**config.mk**
```make
export PLATFORM = sky130hd
export DESIGN_NAME = pll_reconfig_master
export DESIGN_NICKNAME = d
export VERILOG_FILES = /design/src/rtl/pll_reconfig_master.sv
export SDC_FILE = /design/constraint.sdc
export NUM_CORES = 1
export LEC_CHECK = 0
export BUFFER_PORTS_ARGS = -buffer_cell sky130_fd_sc_hd__buf_2
export CORE_AREA = 2 2 132 134
export DETAILED_ROUTE_END_ITERATION = 10
export DIE_AREA = 0 0 134 136
export PLACE_DENSITY = 0.83
export SLEW_MARGIN = 20
export SYNTH_ARGS = -nofsm -noshare
export SYNTH_HDL_FRONTEND = slang
export SYNTH_SLANG_ARGS = --single-unit
```
**constraint.sdc**
```tcl
create_clock -name clk -period 8.44 [get_ports clk]
set_input_delay 2.532 -clock clk [delete_from_list [all_inputs] [get_ports clk]]
set_output_delay 2.532 -clock clk [all_outputs]
set_load 0.02 [all_outputs]
```
**src/rtl/pll_reconfig_master.sv**
```systemverilog
// pll_reconfig_master
// Avalon-MM master that reprograms a Cyclone V fractional PLL through the
// PLL reconfiguration core: mode, M, N and NUM_C counter writes, start,
// status polling, a lock guard interval and a wait for pll_locked.
// Optional feature macro: PLL_RECONFIG_LOCK_TIMEOUT_EN enables a lock
// timeout that sets the sticky cfg_err flag; without it cfg_err is tied 0.
// LOCK_GUARD must be at least 1.

module pll_reconfig_master #(
  parameter int NUM_C        = 6,
  parameter int LOCK_GUARD   = 16,
  parameter int LOCK_TIMEOUT = 1000000
) (
  input  logic                  clk,
  input  logic                  rst,
  input  logic                  cfg_start,
  input  logic [17:0]           cfg_m,
  input  logic [17:0]           cfg_n,
  input  logic [NUM_C*18-1:0]   cfg_c,
  output logic                  cfg_busy,
  output logic                  cfg_done,
  output logic                  cfg_err,
  output logic [5:0]            mgmt_address,
  output logic                  mgmt_write,
  output logic                  mgmt_read,
  output logic [31:0]           mgmt_writedata,
  input  logic [31:0]           mgmt_readdata,
  input  logic                  mgmt_waitrequest,
  input  logic                  pll_locked
);

  localparam int CW = NUM_C * 18;
  localparam int GW = (LOCK_GUARD > 1) ? $clog2(LOCK_GUARD) : 1;
  localparam logic [GW-1:0] GUARD_LAST = GW'(LOCK_GUARD - 1);
  localparam logic [4:0]    K_LAST     = 5'(NUM_C - 1);

  typedef enum logic [3:0] {
    S_IDLE, S_MODE, S_WR_M, S_WR_N, S_WR_C,
    S_START, S_POLL, S_GUARD, S_LOCK_WAIT, S_DONE
  } state_t;

  state_t          state;
  logic [17:0]     m_q;
  logic [17:0]     n_q;
  logic [CW-1:0]   c_sr;
  logic [CW-1:0]   c_next;
  logic [4:0]      k;
  logic [GW-1:0]   guard_cnt;

  // Only the done bit of the status register matters.
  logic unused_readdata;
  assign unused_readdata = ^mgmt_readdata[31:1];

  // The C words are consumed lowest counter first by shifting the latched copy.
  assign c_next = c_sr >> 18;

`ifdef PLL_RECONFIG_LOCK_TIMEOUT_EN
  localparam logic [19:0] LOCK_LAST = 20'(LOCK_TIMEOUT - 1);
  logic [19:0] lock_cnt;
  logic        err_q;
  assign cfg_err = err_q;
`else
  localparam int unused_lock_timeout = LOCK_TIMEOUT;
  assign cfg_err = 1'b0;
`endif

  // Sequencer: every output is a register loaded with the values for the next
  // bus cycle; a stalled transaction simply leaves them untouched.
  always_ff @(posedge clk or posedge rst) begin
    if (rst) begin
      state          <= S_IDLE;
      m_q            <= '0;
      n_q            <= '0;
      c_sr           <= '0;
      k              <= '0;
      guard_cnt      <= '0;
      cfg_busy       <= 1'b0;
      cfg_done       <= 1'b0;
      mgmt_address   <= '0;
      mgmt_write     <= 1'b0;
      mgmt_read      <= 1'b0;
      mgmt_writedata <= '0;
`ifdef PLL_RECONFIG_LOCK_TIMEOUT_EN
      lock_cnt       <= '0;
      err_q          <= 1'b0;
`endif
    end else begin
      case (state)
        S_IDLE: begin
          if (cfg_start) begin
            m_q            <= cfg_m;
            n_q            <= cfg_n;
            c_sr           <= cfg_c;
            k              <= '0;
            cfg_busy       <= 1'b1;
            mgmt_write     <= 1'b1;
            mgmt_address   <= 6'd0;
            mgmt_writedata <= 32'd1;
            state          <= S_MODE;
`ifdef PLL_RECONFIG_LOCK_TIMEOUT_EN
            err_q          <= 1'b0;
`endif
          end
        end
        S_MODE: begin
          if (!mgmt_waitrequest) begin
            mgmt_address   <= 6'd4;
            mgmt_writedata <= {14'b0, m_q};
            state          <= S_WR_M;
          end
        end
        S_WR_M: begin
          if (!mgmt_waitrequest) begin
            mgmt_address   <= 6'd3;
            mgmt_writedata <= {14'b0, n_q};
            state          <= S_WR_N;
          end
        end
        S_WR_N: begin
          if (!mgmt_waitrequest) begin
            k              <= '0;
            mgmt_address   <= 6'd5;
            mgmt_writedata <= {9'b0, 5'd0, c_sr[17:0]};
            state          <= S_WR_C;
          end
        end
        S_WR_C: begin
          if (!mgmt_waitrequest) begin
            if (k == K_LAST) begin
              mgmt_address   <= 6'd2;
              mgmt_writedata <= 32'd0;
              state          <= S_START;
            end else begin
              k              <= k + 5'd1;
              c_sr           <= c_next;
              mgmt_writedata <= {9'b0, k + 5'd1, c_next[17:0]};
            end
          end
        end
        S_START: begin
          if (!mgmt_waitrequest) begin
            mgmt_write     <= 1'b0;
            mgmt_read      <= 1'b1;
            mgmt_address   <= 6'd1;
            mgmt_writedata <= 32'd0;
            state          <= S_POLL;
          end
        end
        S_POLL: begin
          if (!mgmt_waitrequest && mgmt_readdata[0]) begin
            mgmt_read    <= 1'b0;
            mgmt_address <= 6'd0;
            guard_cnt    <= '0;
            state        <= S_GUARD;
          end
        end
        S_GUARD: begin
          if (guard_cnt == GUARD_LAST) begin
            state <= S_LOCK_WAIT;
`ifdef PLL_RECONFIG_LOCK_TIMEOUT_EN
            lock_cnt <= '0;
`endif
          end else begin
            guard_cnt <= guard_cnt + GW'(1);
          end
        end
        S_LOCK_WAIT: begin
          if (pll_locked) begin
            cfg_done <= 1'b1;
            cfg_busy <= 1'b0;
            state    <= S_DONE;
          end
`ifdef PLL_RECONFIG_LOCK_TIMEOUT_EN
          else if (lock_cnt == LOCK_LAST) begin
            err_q    <= 1'b1;
            cfg_done <= 1'b1;
            cfg_busy <= 1'b0;
            state    <= S_DONE;
          end else begin
            lock_cnt <= lock_cnt + 20'd1;
          end
`endif
        end
        S_DONE: begin
          cfg_done <= 1'b0;
          state    <= S_IDLE;
        end
        default: state <= S_IDLE;
      endcase
    end
  end

endmodule

```
==> impl_metrics.yaml <==
clock_tree:
  cts_setup_buffers: 0
  cts_tree: "built"
  htreeDepth: 4
  ctsResizeCount: 0
  clockBufferDepth: 2
  worstSkewPairLatency_ns: 0.43
  cts.sinks: 187
  cts_root_buffer: "clkbuf_16"
  cts_made_buffers: 17
  holdBufCountCts: 0
  clk_transition_reported_paths_ns: 0.06
route:
  drt-initial-drc-count: 493
  vias: 6462
  routed_via_density: 5.34
  avgRoutedWirePerCell_um: 16.4
  drt-total-wl_um: 19800
  drc: 0
  dr.pass1.iters: 5
  drtAntennaViolNets: 0
global_route:
  grt_max_degree: 111
  grt_usage: 0.225
  grt_pass1_vias: 6397
  grt_pass1_wl_um: 32200
  grt.overflow.total: 0
  antenna_found_initial: 0
outcome:
  outcome: "finished clean"
sta:
  skew_ns: 0.00919
  setup_violations: 0
  fin_ws_ns: 3.49
  post-route-min-period_ns: 4.95
  setup_tns_ns: 0
  whs_ns: 0.477
  hold_viol_final: 0
  slew_headroom: 0.333
  finalMaxSlewViolations: 0
  period_share: 0.586
  worstMarginPinSlew_ns: 0.999
  max_freq_mhz: 202
  rsz0062_at_grt: "false"
synthesis:
  synth_cells: 829
  ys_types: 44
  syn_area_um2: 8800
  yosysSeqAreaShare: 0.532
  synth-seq-cells: 187
  syn_avg_cell_area_um2: 10.6
  yosys_warnings: 0
pwr:
  cellPowerDensity_nw_per_um2: 374
  vdd_drop_max_v: 0.000204
  total_power_uw: 3860
  p_leak_uw: 0.00510
run:
  drv_cap: 0
final_layout:
  layout-drive-gt1-share: 0.304
  nets: 1157
  diodes: 0
  syn2layout_area_growth_pct: 17.4
  instances_no_fill: 1211
floorplan:
  start_util: 0.521
  fp.dieW_um: 134
  io-pin-count: 224
  die-height_um: 136
  coreArea_um2: 16900
  dieArea_um2: 18200
  rows: 48
setup_path:
  worstPathArrival_ns: 5.20
  path_class: "input port to register"
  startpoint_type: "input port"
  worstPathMaxFanout: 96
  crit_path_end_kind: "register"
  required_ns: 8.70
placement:
  hpwl_um: 13300
  gp_congestion: 0.781
  io_buffers: 179
  dp_slack_ns: 3.09
  dp_cells: 1179
worst_hold_path:
  hp-class: "register to register"
cells by family after synthesis:
| group | after synthesis | share of synthesized area |
|---|---|---|
| flops | 187 | 0.532 |
| compound gates | 183 | 0.116 |
| fa+ha+maj | 3 | 0.00427 |
| buf+inv | 80 | 0.0462 |
| mux | 164 | 0.197 |
| simple gates | 205 | 0.0990 |
| other cells | 1 | 0.000426 |
| xor+xnor | 6 | 0.00597 |
report_power, final:
part	total, µW	switching [µW]	internal [µW]
Sequential	1560	253	1310
Clock	804	335	469
Combinational	1500	840	659
Total	3860	1430	2430
final cells by class:
type / instances / area, µm²
clock buffer: 23 / 488
clock inverter: 9 / 111
fill: 1399 / 6550
inverter: 6 / 30.0
multi-input combinational: 574 / 3780
sequential: 187 / 4680
tap: 225 / 282
timing repair buffer: 187 / 956
synth_stat cells (all sizes together):
library cell,instances,area share
xor2,3,0.0030
o22ai,1,0.00071
nor3b,2,0.0017
ha,3,0.0043
conb,1,0.00043
nor2,15,0.0064
nand4b,2,0.0020
nor4bb,2,0.0023
nor2b,2,0.0014
o21ai,136,0.077
or4bb,1,0.0013
nand2,159,0.068
dfrtp,187,0.53
a31oi,1,0.00071
or3,3,0.0021
a22o,1,0.0010
a22oi,17,0.015
a221o,1,0.0011
nor4,1,0.00071
mux2i,92,0.10
mux2,72,0.092
or4b,3,0.0034
nand2b,3,0.0021
nand3,5,0.0028
o21bai,2,0.0017
and2,1,0.00071
o31ai,3,0.0026
nor4b,1,0.0010
o41ai,1,0.0010
or2,2,0.0014
xnor2,3,0.0030
buf,34,0.027
clkbuf,40,0.017
nor3,3,0.0017
inv,6,0.0026
a21boi,1,0.00085
a21o,4,0.0034
o2bb2ai,5,0.0050
a21oi,10,0.0057
worst max-delay path, cell delays in order:
cell	delay, ns
buf_2	0.13
nand3_2	0.67
and2_4	0.89
buf_4	0.66
o21ai_0	0.25
routing by layer:
layer / global-route usage / routed length, µm / share of wire
met3: 0.0503 / 1250 / 0.063
met2: 0.367 / 9500 / 0.48
met4: 0.0621 / 257 / 0.013
met5: 0 / 0 / 0
met1: 0.304 / 8840 / 0.45
worst paths after layout:
check | start | end | slack, ns | depth (start not counted)
max in group asynchronous | rst | guard_cnt[0] | 4.70 | 3
setup reg to reg | state[2] | c_sr[60] | 4.55 | 5
hold reg to reg | c_sr[49] | c_sr[49] | 0.48 | 2
setup / recovery | cfg_start | c_sr[60] | 3.49 | 5
min in group asynchronous | rst | c_sr[59] | 2.26 | 2
hold / removal | c_sr[49] | c_sr[49] | 0.48 | 2
cells in the final DEF (no fill, tap or decap), types with 2 or more instances in the layout:
master	synthesis	layout
dfrtp_1	187	187
buf_2	10	179
nand2_1	159	158
o21ai_0	96	96
mux2i_1	92	92
mux2_2	72	72
o21ai_1	40	40
a22oi_1	17	17
clkbuf_16	0	17
nor2_1	15	15
conb_1	1	13
a21oi_1	10	10
buf_4	13	8
o2bb2ai_1	5	5
inv_1	6	5
nand3_1	5	4
a21o_1	4	4
clkbuf_8	0	4
or3_1	3	3
nand2b_1	3	3
nor3_1	3	3
xnor2_1	3	3
o31ai_1	3	3
xor2_1	3	3
ha_1	3	3
o21bai_1	2	2
nor4bb_1	2	2
nand4b_1	2	2
or4b_2	2	2
or2_2	2	2
nor3b_1	2	2
clkinv_4	0	2
clkinv_2	0	2
bufinv_16	0	2
clkinvlp_4	0	2
clkbuf_1	40	2
state kept, by name, summed over array words and instances, names as in the netlist:
register and flops:
c_sr 108, cfg_busy 1, cfg_done 1, guard_cnt 4, k 5, m_q 18, mgmt_address 3, mgmt_read 1
mgmt_write 1, mgmt_writedata 23, n_q 18, state 4
through the flow:
stage,util,area [µm²]
2_1_floorplan,-,8840
3_3_place_gp,0.576,9730
3_5_place_dp,0.576,9730
4_1_cts,0.612,10300
5_1_grt,0.612,10300
6_report,0.612,10300
Power figures use the tool's default switching activity.
